$ cat src/rtl/io_map_pkg.sv
// -----------------------------------------------------------------------------
// io_map_pkg
// Shared I/O address map for the CPU memory-mapped load/store path. Imported
// by the address decoder and by io_read_return so both agree on the map.
//   - address constants (11-bit word addresses)
//   - region_e : where a load is served from
//   - state_e  : io_read_return FSM states
//   - decode_region() : rd_addr -> region
// -----------------------------------------------------------------------------
package io_map_pkg;

  localparam int          ADDR_W          = 11;
  localparam int          MEM_BIT         = 10;      // addr[10]=0 selects data RAM
  localparam logic [10:0] ADDR_LED        = 11'h401;
  localparam logic [10:0] ADDR_SWITCH     = 11'h402;
  localparam logic [10:0] ADDR_BUTTON     = 11'h403;
  localparam logic [10:0] ADDR_SEG        = 11'h404;
  localparam logic [10:0] ADDR_UART       = 11'h405;
  localparam logic [2:0]  ADDR_VGA_PREFIX = 3'b101;  // 0x5xx
  localparam int          SYNC_STAGES     = 2;

  typedef enum logic [2:0] {
    REG_MEM,
    REG_SWITCH,
    REG_BUTTON,
    REG_UART,
    REG_BAD
  } region_e;

  typedef enum logic [1:0] {
    ST_IDLE,
    ST_FETCH,
    ST_UART_WAIT
  } state_e;

  // Anything not readable (LED, SEG, VGA, unmapped) falls into REG_BAD.
  function automatic region_e decode_region(input logic [ADDR_W-1:0] addr);
    region_e region;
    if (!addr[MEM_BIT]) begin
      region = REG_MEM;
    end else begin
      case (addr)
        ADDR_SWITCH: region = REG_SWITCH;
        ADDR_BUTTON: region = REG_BUTTON;
        ADDR_UART:   region = REG_UART;
        default:     region = REG_BAD;
      endcase
    end
    return region;
  endfunction

endpackage

$ cat src/rtl/io_sync.sv
// -----------------------------------------------------------------------------
// io_sync
// Multi-flop synchronizer for slow asynchronous levels (switches, buttons).
// Parameters: WIDTH (bits), DEPTH (flop stages, >= 1).
// Ports:
//   clk      in   system clock
//   rst      in   asynchronous active-high reset, clears all stages
//   data_in  in   WIDTH  raw asynchronous levels
//   data_out out  WIDTH  synchronized levels, DEPTH cycles behind
// -----------------------------------------------------------------------------
module io_sync #(
  parameter int WIDTH = 1,
  parameter int DEPTH = 2
) (
  input  logic             clk,
  input  logic             rst,
  input  logic [WIDTH-1:0] data_in,
  output logic [WIDTH-1:0] data_out
);

  logic [DEPTH-1:0][WIDTH-1:0] stages_q;
  logic [DEPTH-1:0][WIDTH-1:0] stages_d;

  always_comb begin
    stages_d[0] = data_in;
    for (int i = 1; i < DEPTH; i++) begin
      stages_d[i] = stages_q[i-1];
    end
  end

  // NOTE: sequential state uses non-blocking assignments so every stage
  // samples the previous stage's old value on the same edge.
  always_ff @(posedge clk or posedge rst) begin
    if (rst) begin
      stages_q <= '0;
    end else begin
      stages_q <= stages_d;
    end
  end

  assign data_out = stages_q[DEPTH-1];

endmodule

$ cat src/rtl/io_read_return.sv
// -----------------------------------------------------------------------------
// io_read_return
// Read-return responder for the CPU load path. Accepts a one-cycle load
// request, collects the word from data RAM, switches, buttons or the UART
// receiver, and returns one registered word. Stalls the CPU while busy and
// flags reads of write-only/unmapped locations (and UART timeouts).
//
// Optional feature macro: IO_READ_TIMEOUT_EN
//   defined   : UART_WAIT has a wait counter; after TIMEOUT cycles the read
//               returns 0 with rd_err=1.
//   undefined : UART_WAIT waits indefinitely; no counter exists.
//
// Parameters: DATA_W (32), SW_W (16), BTN_W (5), TIMEOUT (1023, >= 1)
// Ports:
//   clk           in   system clock
//   rst           in   asynchronous active-high reset
//   rd_req        in   load request pulse
//   rd_addr       in   11-bit word address
//   mem_rdata     in   RAM data, valid one cycle after the address
//   switch_in     in   raw switch levels
//   button_in     in   raw button levels
//   uart_rx_data  in   received byte
//   uart_rx_valid in   received byte available (level)
//   uart_rx_ack   out  pops the UART byte (pulse, same cycle as rd_valid)
//   rd_valid      out  rd_data valid pulse
//   rd_data       out  returned word, holds between responses
//   rd_err        out  error qualifier of rd_valid
//   stall         out  CPU hold (combinational)
// -----------------------------------------------------------------------------
module io_read_return
  import io_map_pkg::*;
#(
  parameter int DATA_W  = 32,
  parameter int SW_W    = 16,
  parameter int BTN_W   = 5,
  parameter int TIMEOUT = 1023
) (
  input  logic              clk,
  input  logic              rst,
  input  logic              rd_req,
  input  logic [10:0]       rd_addr,
  input  logic [DATA_W-1:0] mem_rdata,
  input  logic [SW_W-1:0]   switch_in,
  input  logic [BTN_W-1:0]  button_in,
  input  logic [7:0]        uart_rx_data,
  input  logic              uart_rx_valid,
  output logic              uart_rx_ack,
  output logic              rd_valid,
  output logic [DATA_W-1:0] rd_data,
  output logic              rd_err,
  output logic              stall
);

  if (TIMEOUT < 1) begin : g_bad_timeout
    $error("io_read_return: TIMEOUT must be at least 1");
  end

  state_e            state_q,    state_d;
  region_e           region_q,   region_d;
  logic              rd_valid_q, rd_valid_d;
  logic              rd_err_q,   rd_err_d;
  logic              ack_q,      ack_d;
  logic [DATA_W-1:0] rd_data_q,  rd_data_d;
  logic [SW_W-1:0]   sw_sync;
  logic [BTN_W-1:0]  btn_sync;
  region_e           req_region;

`ifdef IO_READ_TIMEOUT_EN
  localparam int CNT_W = $clog2(TIMEOUT + 1);
  logic [CNT_W-1:0] cnt_q, cnt_d;
`endif

  io_sync #(.WIDTH(SW_W), .DEPTH(SYNC_STAGES)) u_sync_sw (
    .clk      (clk),
    .rst      (rst),
    .data_in  (switch_in),
    .data_out (sw_sync)
  );

  io_sync #(.WIDTH(BTN_W), .DEPTH(SYNC_STAGES)) u_sync_btn (
    .clk      (clk),
    .rst      (rst),
    .data_in  (button_in),
    .data_out (btn_sync)
  );

  assign req_region = decode_region(rd_addr);

  // NOTE: every always_comb output gets a default first so no path leaves a
  // signal unassigned, which would otherwise infer a latch.
  always_comb begin
    state_d    = state_q;
    region_d   = region_q;
    rd_valid_d = 1'b0;
    rd_err_d   = 1'b0;
    ack_d      = 1'b0;
    rd_data_d  = rd_data_q;
`ifdef IO_READ_TIMEOUT_EN
    cnt_d      = cnt_q;
`endif

    case (state_q)
      ST_IDLE: begin
        if (rd_req) begin
          region_d = req_region;
          if (req_region == REG_UART) begin
            state_d = ST_UART_WAIT;
`ifdef IO_READ_TIMEOUT_EN
            cnt_d   = '0;
`endif
          end else begin
            state_d = ST_FETCH;
          end
        end
      end

      // RAM data is valid this cycle (one after the address); the other
      // sources are simply sampled here too.
      ST_FETCH: begin
        rd_valid_d = 1'b1;
        state_d    = ST_IDLE;
        case (region_q)
          REG_MEM:    rd_data_d = mem_rdata;
          REG_SWITCH: rd_data_d = DATA_W'(sw_sync);
          REG_BUTTON: rd_data_d = DATA_W'(btn_sync);
          default: begin
            rd_data_d = '0;
            rd_err_d  = 1'b1;
          end
        endcase
      end

      // Incoming data is checked before the timeout so a byte arriving in the
      // expiry cycle is still returned without error.
      ST_UART_WAIT: begin
        if (uart_rx_valid) begin
          rd_data_d  = DATA_W'(uart_rx_data);
          rd_valid_d = 1'b1;
          ack_d      = 1'b1;
          state_d    = ST_IDLE;
        end
`ifdef IO_READ_TIMEOUT_EN
        else if (cnt_q == CNT_W'(TIMEOUT)) begin
          rd_data_d  = '0;
          rd_valid_d = 1'b1;
          rd_err_d   = 1'b1;
          state_d    = ST_IDLE;
        end else begin
          // Saturates at TIMEOUT: the branch above fires before any wrap.
          cnt_d = cnt_q + CNT_W'(1);
        end
`endif
      end

      default: state_d = ST_IDLE;
    endcase
  end

  always_ff @(posedge clk or posedge rst) begin
    if (rst) begin
      state_q    <= ST_IDLE;
      region_q   <= REG_MEM;
      rd_valid_q <= 1'b0;
      rd_err_q   <= 1'b0;
      ack_q      <= 1'b0;
      rd_data_q  <= '0;
`ifdef IO_READ_TIMEOUT_EN
      cnt_q      <= '0;
`endif
    end else begin
      state_q    <= state_d;
      region_q   <= region_d;
      rd_valid_q <= rd_valid_d;
      rd_err_q   <= rd_err_d;
      ack_q      <= ack_d;
      rd_data_q  <= rd_data_d;
`ifdef IO_READ_TIMEOUT_EN
      cnt_q      <= cnt_d;
`endif
    end
  end

  assign rd_valid    = rd_valid_q;
  assign rd_err      = rd_err_q;
  assign uart_rx_ack = ack_q;
  assign rd_data     = rd_data_q;
  // Drops in the rd_valid cycle because the FSM is back in IDLE by then.
  assign stall       = (state_q == ST_IDLE && rd_req) || (state_q != ST_IDLE);

endmodule

$ cat config.mk
export PLATFORM = sky130hd
export DESIGN_NAME = io_read_return
export DESIGN_NICKNAME = d
export VERILOG_FILES = /design/src/rtl/io_map_pkg.sv /design/src/rtl/io_sync.sv /design/src/rtl/io_read_return.sv
export SDC_FILE = /design/constraint.sdc
export NUM_CORES = 1
export LEC_CHECK = 0
export ABC_AREA = 0
export BUFFER_PORTS_ARGS = -buffer_cell sky130_fd_sc_hd__buf_2
export CORE_MARGIN = 2
export CORE_UTILIZATION = 45
export CTS_BUF_LIST = sky130_fd_sc_hd__clkbuf_4
export CTS_CLUSTER_DIAMETER = 40
export DETAILED_ROUTE_END_ITERATION = 7
export HOLD_SLACK_MARGIN = 0.06
export PLACE_DENSITY = 0.71
export RECOVER_POWER = 50
export SLEW_MARGIN = 10
export SYNTH_ARGS = -nofsm -noshare
export SYNTH_HDL_FRONTEND = slang
export SYNTH_HIERARCHICAL = 1
export SYNTH_SLANG_ARGS = --single-unit
$ cat constraint.sdc
create_clock -name clk -period 2.8 [get_ports clk]
set_input_delay 0 -clock clk [delete_from_list [all_inputs] [get_ports clk]]
set_output_delay 0 -clock clk [all_outputs]
set_load 0.005 [all_outputs]
### Word-level counts from Yosys, hierarchy flattened

Index checks and enable logic that the tools add are counted.

| cells by class | value |
|---|---|
| equal/unequal tests | 10 |
| multiplexer cells | 14 |
| reduce and logical (&&, ||, !) cells | 10 |

Operators with widths:

| cell | number |
|---|---|
| 32-bit case mux with 3 select lines | 1 |
| 32-bit case mux with 2 select lines | 1 |
| 11-bit equality test, second input constant | 3 |
| 32-bit 2-to-1 mux | 1 |
| 3-bit case mux with 3 select lines | 1 |
| 3-bit by 2-bit equality test with 1-bit output, second input constant | 2 |
| 2-bit 2-to-1 mux | 3 |
| 2-bit AND reduction | 3 |
| 1-bit 2-to-1 mux | 4 |
| 2-bit != test, second input constant | 2 |
| 2-bit case mux with 2 select lines | 1 |
| 2-bit nonzero test | 2 |
| 3-bit by 1-bit equality test with 1-bit output, second input constant | 1 |
| 3-bit logical NOT | 1 |
| 3-bit 2-to-1 mux | 1 |
| 3-bit OR reduction | 1 |
| 2-bit by 1-bit equality test with 1-bit output, second input constant | 1 |
| 2-bit equality test, second input constant | 1 |
| 2-bit logical NOT | 1 |
| 1-bit case mux with 2 select lines | 1 |
| 1-bit logical AND | 1 |
| 1-bit logical OR | 1 |

| word-level totals | value |
|---|---|
| flip-flop bits (word level) | 82 |
| logic and storage cells | 44 |

### Logic depth before layout (Yosys ltp)

Gate-level depths: netlist (run 1).

| logic depth | value |
|---|---|
| depth after elaboration | 7 |
| gate-level depth with buffers | 9 |
| depth with buffers taken out | 6 |

### Modules after synthesis

Netlist (run 1), hierarchy kept.

By module, submodules not included:

| module | instances | cells an instance | area an instance (µm²) | seq. area each (µm²) |
|---|---|---|---|---|
| io_read_return | 1 | 182 | 1954.4 | 1001.0 |
| io_sync (u_sync_sw) | 1 | 33 | 804.5 | 800.8 |
| io_sync (u_sync_btn) | 1 | 11 | 254.0 | 250.2 |

### Worst setup path after synthesis (run 1)

Ideal clock, no wire load.

| timing | value |
|---|---|
| path kind | register -> register |
| start point | register state_q[0] |
| end point | register rd_data_q[23] (netlist: rd_data[23]) |
| library setup time | 0.121 ns |
| data arrival time | 1.557 ns |
| data required time | 2.679 ns |
| setup slack | 1.122 ns |
| stages on the path, launching flop included | 9 |
| cells stage by stage | dfrtp_1 inv_1 ha_1 nand2b_1 buf_2 and2_1 clkbuf_2 buf_6 a22o_2 |

| between the ends | value |
|---|---|
| cells in the longest elaborated chain, start to end | 3 |
| elaborated cells on any way between the ends | 6 |

RTL lines:

| what | RTL line | source |
|---|---|---|
| from (decl) | io_read_return.sv:58 | `state_e state_q, state_d;` |
| from (signal assigned) | io_read_return.sv:171 | `state_q <= state_d;` |
| 2-bit equality test or 2-bit by 1-bit equality test with 1-bit output (tied branches) | io_read_return.sv:102 | `case (state_q)` |
| 2-bit != test (no line) or 2-bit nonzero test (tied branches) | -- |  |
| 2-bit AND reduction (no line) | -- |  |
| to (signal assigned) | io_read_return.sv:176 | `rd_data_q <= rd_data_d;` |
| to (decl) | io_read_return.sv:63 | `logic [DATA_W-1:0] rd_data_q, rd_data_d;` |

Several ways; a longest one is shown, not always the timed one.
A chain may end at the register's enable or synchronous reset.

### Final worst setup path (run 1)

| timing | value |
|---|---|
| start point | input port rd_addr[7] |
| end point | register state_q[1] |

| between the ends | value |
|---|---|
| cells in the longest elaborated chain, start to end | 7 |
| elaborated cells on any way between the ends | 9 |

RTL lines:

| what | RTL line | source |
|---|---|---|
| from (decl) | io_read_return.sv:41 | `input logic [10:0] rd_addr,` |
| 11-bit equality test | io_map_pkg.sv:42 | `case (addr)` |
| 3-bit case mux with 3 select lines (*) | io_map_pkg.sv:42 |  |
| 3-bit 2-to-1 mux (*) | io_map_pkg.sv:39 | `if (!addr[MEM_BIT]) begin` |
| 3-bit by 2-bit equality test with 1-bit output (*) | io_read_return.sv:106 | `if (req_region == REG_UART) begin` |
| 2-bit 2-to-1 mux (*) | io_read_return.sv:106 |  |
| 2-bit 2-to-1 mux (*) | io_read_return.sv:104 | `if (rd_req) begin` |
| 2-bit case mux with 2 select lines (*) | io_read_return.sv:102 |  |

Mark *: on every way between the ends. The rest lies on a longest branch, timed or not. The select of a mux whose other input is x is not followed.

==> flow_metrics.env, run 1 <==
export IMPL_outcome="finished with violations"
export IMPL_violations="DRC, capacitance limit, slew limit"
export IMPL_maxCapViolCount=2
export IMPL_grt_busiest_layer="met2"
export IMPL_p_per_area_nw_per_um2=623
export IMPL_dieArea_um2=7370
export IMPL_cts_buffers=9
export IMPL_total_power_mw=2.81
export IMPL_finalSetupTns_ps=0
export IMPL_report_final_slew_viol_count=74
export IMPL_crit_path_end_kind="flop"
export IMPL_path_buf_inv=5
export IMPL_seq_area_frac_synth=0.681
export IMPL_viasPerCell=4.88
export IMPL_fmax_mhz=373
export IMPL_clockBufferDepth=2
export IMPL_yosys_area_top_type="dfrtp_1"
export IMPL_grt_use_met3=0.0433
export IMPL_htreeDepth=3
export IMPL_grt_pass1_vias=2570
export IMPL_grt_ovfl_total=0
export IMPL_n_antenna_cell=0
export IMPL_synth_ff_latch_count=82
export IMPL_synth_edf_count=0
export IMPL_ioPinCount=112
export IMPL_ys_types=33
export IMPL_postSynthCellCount=226
export IMPL_hold_violations=0
export IMPL_grt_antenna_before_repair=0
export IMPL_die_h_um=85.8
export IMPL_grt_first_pass_wirelength_um=11800
export IMPL_critPathArrivalTime_ps=3010
export IMPL_yosysWarnings=6
export IMPL_globalRouteMet2Util=0.361
export IMPL_path_cells="dlygate4sd3_1 -> buf_2 -> nor4_2 -> dlygate4sd3_1 -> nand2_1 -> dlygate4sd3_1 -> or2_2 -> dlygate4sd3_1 -> o21ai_1"
export IMPL_netlist_top_cells_count="dfrtp_1, o21ai_0, nand2_1"
export IMPL_dpl_hpwl_um=4410
export IMPL_synth_ff_type="dfrtp_1"
export IMPL_drive_above_1_share=0.343
export IMPL_final_cell_count_no_fill=497
export IMPL_post_route_min_period_ps=2680
export IMPL_dr_pass1_iters=7
export IMPL_synthXorXnorAreaFrac=0.00291
export IMPL_yosysMostFrequentCell="dfrtp_1"
export IMPL_crit_fanout=4
export IMPL_start_util=0.469
export IMPL_worstPathRequired_ps=3130
export IMPL_die_x_um=85.8
export IMPL_hp_class="in -> async"
export IMPL_synthSimpleGateAreaFrac=0.0777
export IMPL_synth_compound_area_frac=0.137
export IMPL_synthArstFlopShare=1.00
export IMPL_rsz0062_at_grt="false"
export IMPL_synth_top_family_by_area="compound AO/OA/AOI/OAI gates"
export IMPL_core_area_um2=6420
export IMPL_power_leakage_nw=2.18
export IMPL_slowest_stage="dlygate4sd3_1"
export IMPL_min_period_over_period=0.956
export IMPL_first_iter_violations=87
export IMPL_io_buffer_count=111
export IMPL_yosysTopAreaCellShare=0.681
export IMPL_cts_sinks=82
export IMPL_drc=7
export IMPL_cts_tree="built"
export IMPL_worstSetupStartpointType="input pin"
export IMPL_skew_ps=9.45
export IMPL_synthAdderAreaFrac=0.0125
export IMPL_slew_limit_headroom=-0.406
export IMPL_grt_use_total=0.209
export IMPL_yosys_top_cells_area="dfrtp_1, o21ai_0, mux2i_1"
export IMPL_num_nets_final=494
export IMPL_ir_drop_uv=353
export IMPL_wl_per_cell_um=14.4
export IMPL_synth_mux_area_frac=0.0552
export IMPL_max_stage_delay_ps=580
export IMPL_postRouteAntennaNets=0
export IMPL_grt_max_degree=41
export IMPL_clkLatencyLatePin_ps=410
export IMPL_crit_type="in -> reg"
export IMPL_gp_congestion=0.824
export IMPL_ctsRootBufferMaster="clkbuf_4"
export IMPL_placed_cells=406
export IMPL_path_common_cell="dlygate4sd3_1"
export IMPL_synth_area_um2=3010
export IMPL_syn_avg_cell_area_um2=13.3
export IMPL_synth_nets=305
export IMPL_use_met1=0.253
export IMPL_path_clk_slew_ps=120
export IMPL_post_cts_buffers=0
export IMPL_synthToLayoutAreaGrowth_pct=50.0
export IMPL_worstMarginPinSlew_ps=2110
export IMPL_vias=2423
export IMPL_placementRows=29
export IMPL_wl_um=7180
export IMPL_critPathTopFamily="buffers and inverters"
export IMPL_finalSetupViolCount=0
[worst paths after layout]
| check | cells after the start | slack [ps] | end | start |
|---|---|---|---|---|
| min reg2reg | 0 | 350 | u_sync_sw/data_out[15] | u_sync_sw/stages_d[31] |
| max | 9 | 120 | state_q[1] | rd_addr[7] |
| min in group clk | 4 | 160 | state_q[0] | rd_addr[2] |
| max reg2reg | 7 | 440 | region_q[2] | state_q[0] |
| max in group asynchronous | 4 | 680 | rd_data[0] | rst |
| min | 3 | 130 | u_sync_btn/data_out[3] | rst |
[cell usage in the layout (no fill, tap or decap), types with 2 or more instances in the layout]
| cell | synthesis | layout |
|---|---|---|
| clkinv_1 | 0 | 2 |
| dlygate4sd3_1 | 0 | 75 |
| dfrtp_1 | 82 | 82 |
| clkbuf_1 | 3 | 3 |
| mux2i_1 | 11 | 11 |
| nand2b_1 | 8 | 8 |
| nand2_1 | 18 | 18 |
| a22o_2 | 10 | 10 |
| ha_1 | 3 | 3 |
| mux2_2 | 5 | 5 |
| and2_1 | 2 | 2 |
| o21ai_0 | 27 | 26 |
| buf_2 | 3 | 110 |
| or3_1 | 2 | 2 |
| nor2_1 | 5 | 5 |
| inv_1 | 6 | 5 |
| o21a_1 | 5 | 5 |
| clkbuf_4 | 0 | 10 |
| a22o_1 | 6 | 6 |
| a21oi_1 | 12 | 12 |
| bufinv_16 | 0 | 2 |
[layout make-up]
type | count | area (µm²)
timing repair buffer | 189 | 1320
clock inverter | 6 | 88.8
inverter | 6 | 22.5
sequential | 82 | 2050
fill | 465 | 1900
multi-input combinational | 127 | 865
tap | 77 | 96.3
clock buffer | 10 | 75.1
[per-layer routing]
metal / share of wire / routed length, µm
met5: 0 / 0
met4: 0.018 / 128
met3: 0.045 / 323
met2: 0.54 / 3850
met1: 0.40 / 2870
[worst register-to-register path: cells and delay by family, from the launching register on]
family	cells	cell delay (ps)
DFF	1	420
buffers and inverters	3	1230
and+or+nand+nor	2	290
adders and majority gates	1	210
AOI/OAI and AO/OA	1	170
[through the flow]
stage,area (µm²),setup slack [ps],utilization,hold WS (ps)
after floorplan,3010,1120,-,-160
after global placement,3610,793,0.562,7.11
after detailed placement,3610,724,0.562,13.8
after CTS,4520,105,0.704,97.4
after global routing,4520,35.3,0.704,115
final,4520,122,0.704,127
[power by group]
part | leakage [nW] | internal, mW | switching [mW] | total, mW
Clock | 0.0846 | 0.374 | 0.391 | 0.765
Combinational | 1.10 | 0.345 | 0.267 | 0.611
Sequential | 0.997 | 1.35 | 0.0874 | 1.44
Total | 2.18 | 2.07 | 0.745 | 2.81
[sequential cells by signal (all words and copies together) (netlist names)]
signal and cells:
region_q 3, u_sync_sw/stages_d 16, u_sync_btn/data_out 5, u_sync_btn/stages_d 5, uart_rx_ack 1, state_q 2, rd_data 32, rd_valid 1
u_sync_sw/data_out 16, rd_err 1
[cell families after synthesis]
| family | Yosys count |
|---|---|
| buffers and inverters | 17 |
| xor gates and xnor gates | 1 |
| DFF | 82 |
| and+or+nand+nor | 44 |
| AOI/OAI and AO/OA | 63 |
| muxes | 16 |
| adders and majority gates | 3 |
[timing repair]
action | 4_1_cts | 5_1_grt
gates resized for setup | 0 | 2
endpoints found under the setup margin | 0 | 1
hold buffers | 75 | 0
endpoints found under the hold margin | 141 | 0
Note: power is estimated with default switching activity, not from simulation.
==> inputs of run 2 (changes only) <==
--- a/config.mk
+++ b/config.mk
@@ -13,7 +13,7 @@
 export CTS_CLUSTER_DIAMETER = 40
 export DETAILED_ROUTE_END_ITERATION = 7
 export HOLD_SLACK_MARGIN = 0.06
-export PLACE_DENSITY = 0.71
+export PLACE_DENSITY = 0.74
 export RECOVER_POWER = 50
 export SLEW_MARGIN = 10
 export SYNTH_ARGS = -nofsm -noshare
==> constraint.sdc (replaced) <==
create_clock -name clk -period 2.28 [get_ports clk]
set_input_delay 0 -clock clk [delete_from_list [all_inputs] [get_ports clk]]
set_output_delay 0 -clock clk [all_outputs]
set_load 0.005 [all_outputs]
==> flow_metrics.env, run 2 (synthesis gave the netlist of run 1 again) <==
export IMPL_outcome="finished with violations"
export IMPL_violations="DRC, capacitance limit, slew limit"
export IMPL_drc=6
export IMPL_max_stage_delay_ps=610
export IMPL_report_final_slew_viol_count=33
export IMPL_critPathArrivalTime_ps=2530
export IMPL_htreeDepth=3
export IMPL_skew_ps=16.9
export IMPL_crit_path_end_kind="flop"
export IMPL_drive_above_1_share=0.351
export IMPL_rr_startpoint="state_q[0]"
export IMPL_largest_register_ffs=32
export IMPL_clkLatencyLatePin_ps=420
export IMPL_ioPinCount=112
export IMPL_cts_buffers=9
export IMPL_path_clk_slew_ps=140
export IMPL_grt_use_total=0.215
export IMPL_wl_per_cell_um=14.8
export IMPL_cts_tree="built"
export IMPL_worstSetupStartpointType="input pin"
export IMPL_fin_util=0.704
export IMPL_wl_um=7370
export IMPL_gp_congestion=0.823
export IMPL_n_antenna_cell=0
export IMPL_grt_pass1_vias=2622
export IMPL_viasPerCell=4.93
export IMPL_hold_violations=0
export IMPL_cts_sinks=82
export IMPL_final_cell_mix="buf_2, dfrtp_1, dlygate4sd3_1, o21ai_0, nand2_1"
export IMPL_maxCapViolCount=1
export IMPL_post_cts_buffers=0
export IMPL_fillers=457
export IMPL_grt_first_pass_wirelength_um=12000
export IMPL_worst_r2r_cell_count=7
export IMPL_die_x_um=85.8
export IMPL_r2r_slack_ps=170
export IMPL_dieArea_um2=7370
export IMPL_min_period_over_period=0.946
export IMPL_crit_type="in -> reg"
export IMPL_dr_pass1_iters=7
export IMPL_fmax_mhz=464
export IMPL_grt_ovfl_total=0
export IMPL_first_iter_violations=131
export IMPL_crit_start="rd_addr[6]"
export IMPL_path_common_cell="dlygate4sd3_1"
export IMPL_dpl_hpwl_um=4510
export IMPL_worstPathRequired_ps=2650
export IMPL_post_route_min_period_ps=2160
export IMPL_power_leakage_nw=2.19
export IMPL_worstMarginPinSlew_ps=1670
export IMPL_finalSetupViolCount=0
export IMPL_finalSetupTns_ps=0
export IMPL_p_per_area_nw_per_um2=749
export IMPL_mostFrequentLayoutCell="buf_2"
export IMPL_grt_antenna_before_repair=0
export IMPL_core_area_um2=6420
export IMPL_path_cells="dlygate4sd3_1 -> buf_2 -> nor4b_1 -> dlygate4sd3_1 -> nand2_1 -> nor3_1 -> a21o_1 -> dlygate4sd3_1"
export IMPL_hp_class="in -> async"
export IMPL_placementRows=29
export IMPL_ctsRootBufferMaster="clkbuf_4"
export IMPL_io_buffer_count=111
export IMPL_rsz0062_at_grt="false"
export IMPL_clockBufferDepth=2
export IMPL_ir_drop_uv=455
export IMPL_slowest_stage="dlygate4sd3_1"
export IMPL_r2r_end="rd_data[3]"
export IMPL_crit_fanout=4
export IMPL_grt_max_degree=33
export IMPL_vias=2462
export IMPL_num_nets_final=496
export IMPL_synthToLayoutAreaGrowth_pct=50.0
export IMPL_start_util=0.469
export IMPL_die_h_um=85.8
export IMPL_slew_limit_headroom=-0.114
export IMPL_postRouteAntennaNets=0
run 2: metal layers:
metal,share of wire,GRT usage
met1,0.39,0.252
met2,0.52,0.367
met3,0.061,0.0520
met4,0.030,0.111
met5,0,0
run 2: how the worst max path moves through the flow:
stage | end | depth (start not counted) | slack, ps
4_1_cts | state_q[0] | 8 | 30
2_1_floorplan | rd_data[23] | 8 | 600
6_report | region_q[0] | 8 | 120
5_1_grt | rd_data[3] | 7 | 30
3_5_place_dp | rd_data[22] | 5 | 230
3_3_place_gp | rd_data[28] | 5 | 350
run 2: stage by stage:
| step | total power, mW | cells | area, µm² | hold slack, ps | worst slack [ps] |
|---|---|---|---|---|---|
| 2_1_floorplan | 2.11 | 226 | 3010 | -160 | 602 |
| 3_3_place_gp | 2.38 | 407 | 3610 | 1.19 | 346 |
| 3_5_place_dp | 2.41 | 407 | 3610 | 22.3 | 231 |
| 4_1_cts | 3.40 | 498 | 4510 | 92.2 | 26.8 |
| 5_1_grt | 3.58 | 499 | 4520 | 133 | 29.0 |
| 6_report | 3.39 | 499 | 4520 | 121 | 123 |
run 2: repair_timing:
action,in CTS,in global routing
setup endpoints to repair,0,14
hold buffers,75,2
endpoints found under the hold margin,120,1
resized for setup,0,3
run 2: worst max-delay path, delay by kind of cell:
kind,cells,cell delay (ps)
buffers and inverters,4,1820
AOI/OAI and AO/OA,1,130
and+or+nand+nor,3,570
run 2: report_power, final:
group / internal (mW) / leakage [nW] / switching [mW]
Clock: 0.342 / 0.0746 / 0.516
Combinational: 0.429 / 1.12 / 0.330
Sequential: 1.66 / 0.995 / 0.110
run 2: layout make-up:
class                   instances  area (µm²)  area share
multi-input cells             127         862       0.191
well taps                      77        96.3      0.0213
repair buffers                191        1340       0.297
inverters                       6        22.5     0.00498
clock inverters                 7        76.3      0.0169
clock buffers                   9        67.6      0.0150
flip-flops and latches         82        2050       0.454
==> inputs of run 3 (changes only) <==
--- a/config.mk
+++ b/config.mk
@@ -6,7 +6,7 @@
 export NUM_CORES = 1
 export LEC_CHECK = 0
 export ABC_AREA = 0
-export BUFFER_PORTS_ARGS = -buffer_cell sky130_fd_sc_hd__buf_2
+export BUFFER_PORTS_ARGS = -buffer_cell sky130_fd_sc_hd__buf_4
 export CORE_MARGIN = 2
 export CORE_UTILIZATION = 45
 export CTS_BUF_LIST = sky130_fd_sc_hd__clkbuf_4
==> flow_metrics.env, run 3 (synthesis gave the netlist of run 1 again) <==
export IMPL_postRouteAntennaNets=0
export IMPL_die_x_um=85.8
export IMPL_skew_ps=18.8
export IMPL_die_h_um=85.8
export IMPL_cts_sinks=82
export IMPL_finalSetupViolCount=0
export IMPL_mostFrequentLayoutCell="buf_4"
export IMPL_n_antenna_cell=0
export IMPL_grt_ovfl_total=0
export IMPL_rsz0062_at_grt="true"
export IMPL_drive_above_1_share=0.360
export IMPL_crit_path_end_kind="flop"
export IMPL_slowest_stage="dlygate4sd3_1"
export IMPL_outcome="finished with violations"
export IMPL_viasPerCell=4.92
export IMPL_cts_tree="built"
export IMPL_largest_register_ffs=32
export IMPL_crit_type="reg -> reg"
export IMPL_placementRows=29
export IMPL_fmax_mhz=459
export IMPL_clockBufferDepth=2
export IMPL_vias=2442
export IMPL_critPathTopFamily="buffers and inverters"
export IMPL_wl_um=7770
export IMPL_synthToLayoutAreaGrowth_pct=58.8
export IMPL_worstSetupStartpointType="flop"
export IMPL_violations="DRC, capacitance limit, slew limit"
export IMPL_path_cells="inv_2 -> ha_1 -> nand2b_1 -> nand2_2 -> nor2_1 -> a21oi_1 -> dlygate4sd3_1"
export IMPL_htreeDepth=3
export IMPL_hp_class="in -> async"
export IMPL_fin_hold_ws_ps=101
export IMPL_gp_congestion=0.836
export IMPL_final_cell_mix="buf_4, dfrtp_1, dlygate4sd3_1, clkbuf_4, o21ai_0"
export IMPL_first_iter_violations=91
export IMPL_start_util=0.469
export IMPL_grt_use_total=0.223
export IMPL_wl_per_cell_um=15.7
export IMPL_grt_first_pass_wirelength_um=12300
export IMPL_cts_buffers=9
export IMPL_p_per_area_nw_per_um2=738
export IMPL_crit_fanout=11
export IMPL_grt_max_degree=33
export IMPL_report_final_slew_viol_count=33
export IMPL_ctsRootBufferMaster="clkbuf_4"
export IMPL_worstPathRequired_ps=2620
export IMPL_num_nets_final=493
export IMPL_hold_violations=0
export IMPL_critPathArrivalTime_ps=2510
export IMPL_io_buffer_count=111
export IMPL_path_clk_slew_ps=130
export IMPL_max_stage_delay_ps=580
export IMPL_dr_pass1_iters=6
export IMPL_maxCapViolCount=1
export IMPL_worstMarginPinSlew_ps=1650
export IMPL_drc=6
export IMPL_grt_antenna_before_repair=0
export IMPL_core_area_um2=6420
export IMPL_ir_drop_uv=476
export IMPL_dieArea_um2=7370
export IMPL_dpl_hpwl_um=4730
export IMPL_fin_util=0.745
export IMPL_total_power_mw=3.53
export IMPL_power_leakage_nw=2.25
export IMPL_post_route_min_period_ps=2180
export IMPL_slew_limit_headroom=-0.103
export IMPL_clkLatencyLatePin_ps=440
export IMPL_path_buf_inv=2
export IMPL_grt_pass1_vias=2577
export IMPL_min_period_over_period=0.956
export IMPL_ioPinCount=112
==> run 3: cell types whose count changed in the layout (fill, tap and decap cells not counted), moves of 2 or more <==
cell | before | now
buf_2 | 110 | 0
buf_4 | 3 | 91
clkbuf_4 | 9 | 32
dlygate4sd3_1 | 76 | 74
inv_6 | 2 | 0
==> run 3: per-stage QoR <==
stage	instance area (µm²)	worst slack (ps)	instances	TNS, ps
global route	4780	-21.7	496	-38.8
global placement	3880	293	406	0
CTS	4770	2.95	497	0
detailed placement	3880	235	406	0
floorplan	3010	602	226	0
finish	4780	101	496	0
==> run 3: cell type report <==
class	instances	area [µm²]
clock buffers	11	82.6
repair buffers	188	1590
flip-flops and latches	82	2050
fillers	424	1640
well taps	77	96.3
clock inverters	5	55.1
multi-input cells	127	887
inverters	6	22.5
==> run 3: layer usage <==
metal  global-route usage  up-vias  routed length (µm)
li1                     -     1158                   -
met1                0.262     1186                3050
met2                0.397       87                4190
met3               0.0606       11                 412
met4               0.0750        0                 108
met5                    0        -                   0
==> run 3: worst register-to-register path, stage by stage, from the launching register on <==
cell           delay, ps
dfrtp_1              430
inv_2                100
ha_1                 220
nand2b_1             310
nand2_2              190
nor2_1               180
a21oi_1               80
dlygate4sd3_1        580
==> run 3: final timing paths <==
check	from	endpoint	slack [ps]	depth (start not counted)
hold reg to reg	u_sync_btn/stages_d[8]	u_sync_btn/data_out[3]	350	0
hold / removal	rst	u_sync_btn/data_out[3]	100	3
min in group clk	switch_in[0]	u_sync_sw/stages_d[16]	220	2
setup / recovery	state_q[0]	rd_data[0]	100	7
max in group asynchronous	rst	u_sync_sw/data_out[15]	590	4
setup reg to reg	state_q[0]	rd_data[0]	100	7
==> run 3: power by group <==
group | leakage (nW) | internal (mW) | switching [mW] | total, mW
sequential | 0.997 | 1.66 | 0.117 | 1.78
clock | 0.0745 | 0.356 | 0.500 | 0.856
combinational | 1.18 | 0.551 | 0.348 | 0.899
total | 2.25 | 2.57 | 0.965 | 3.53
==> run 3: timing repair <==
item,in CTS,in global routing
hold buffers,75,0
gates resized for setup,0,8
endpoints found under the hold margin,126,0
endpoints found under the setup margin,0,7
buffers inserted,0,0
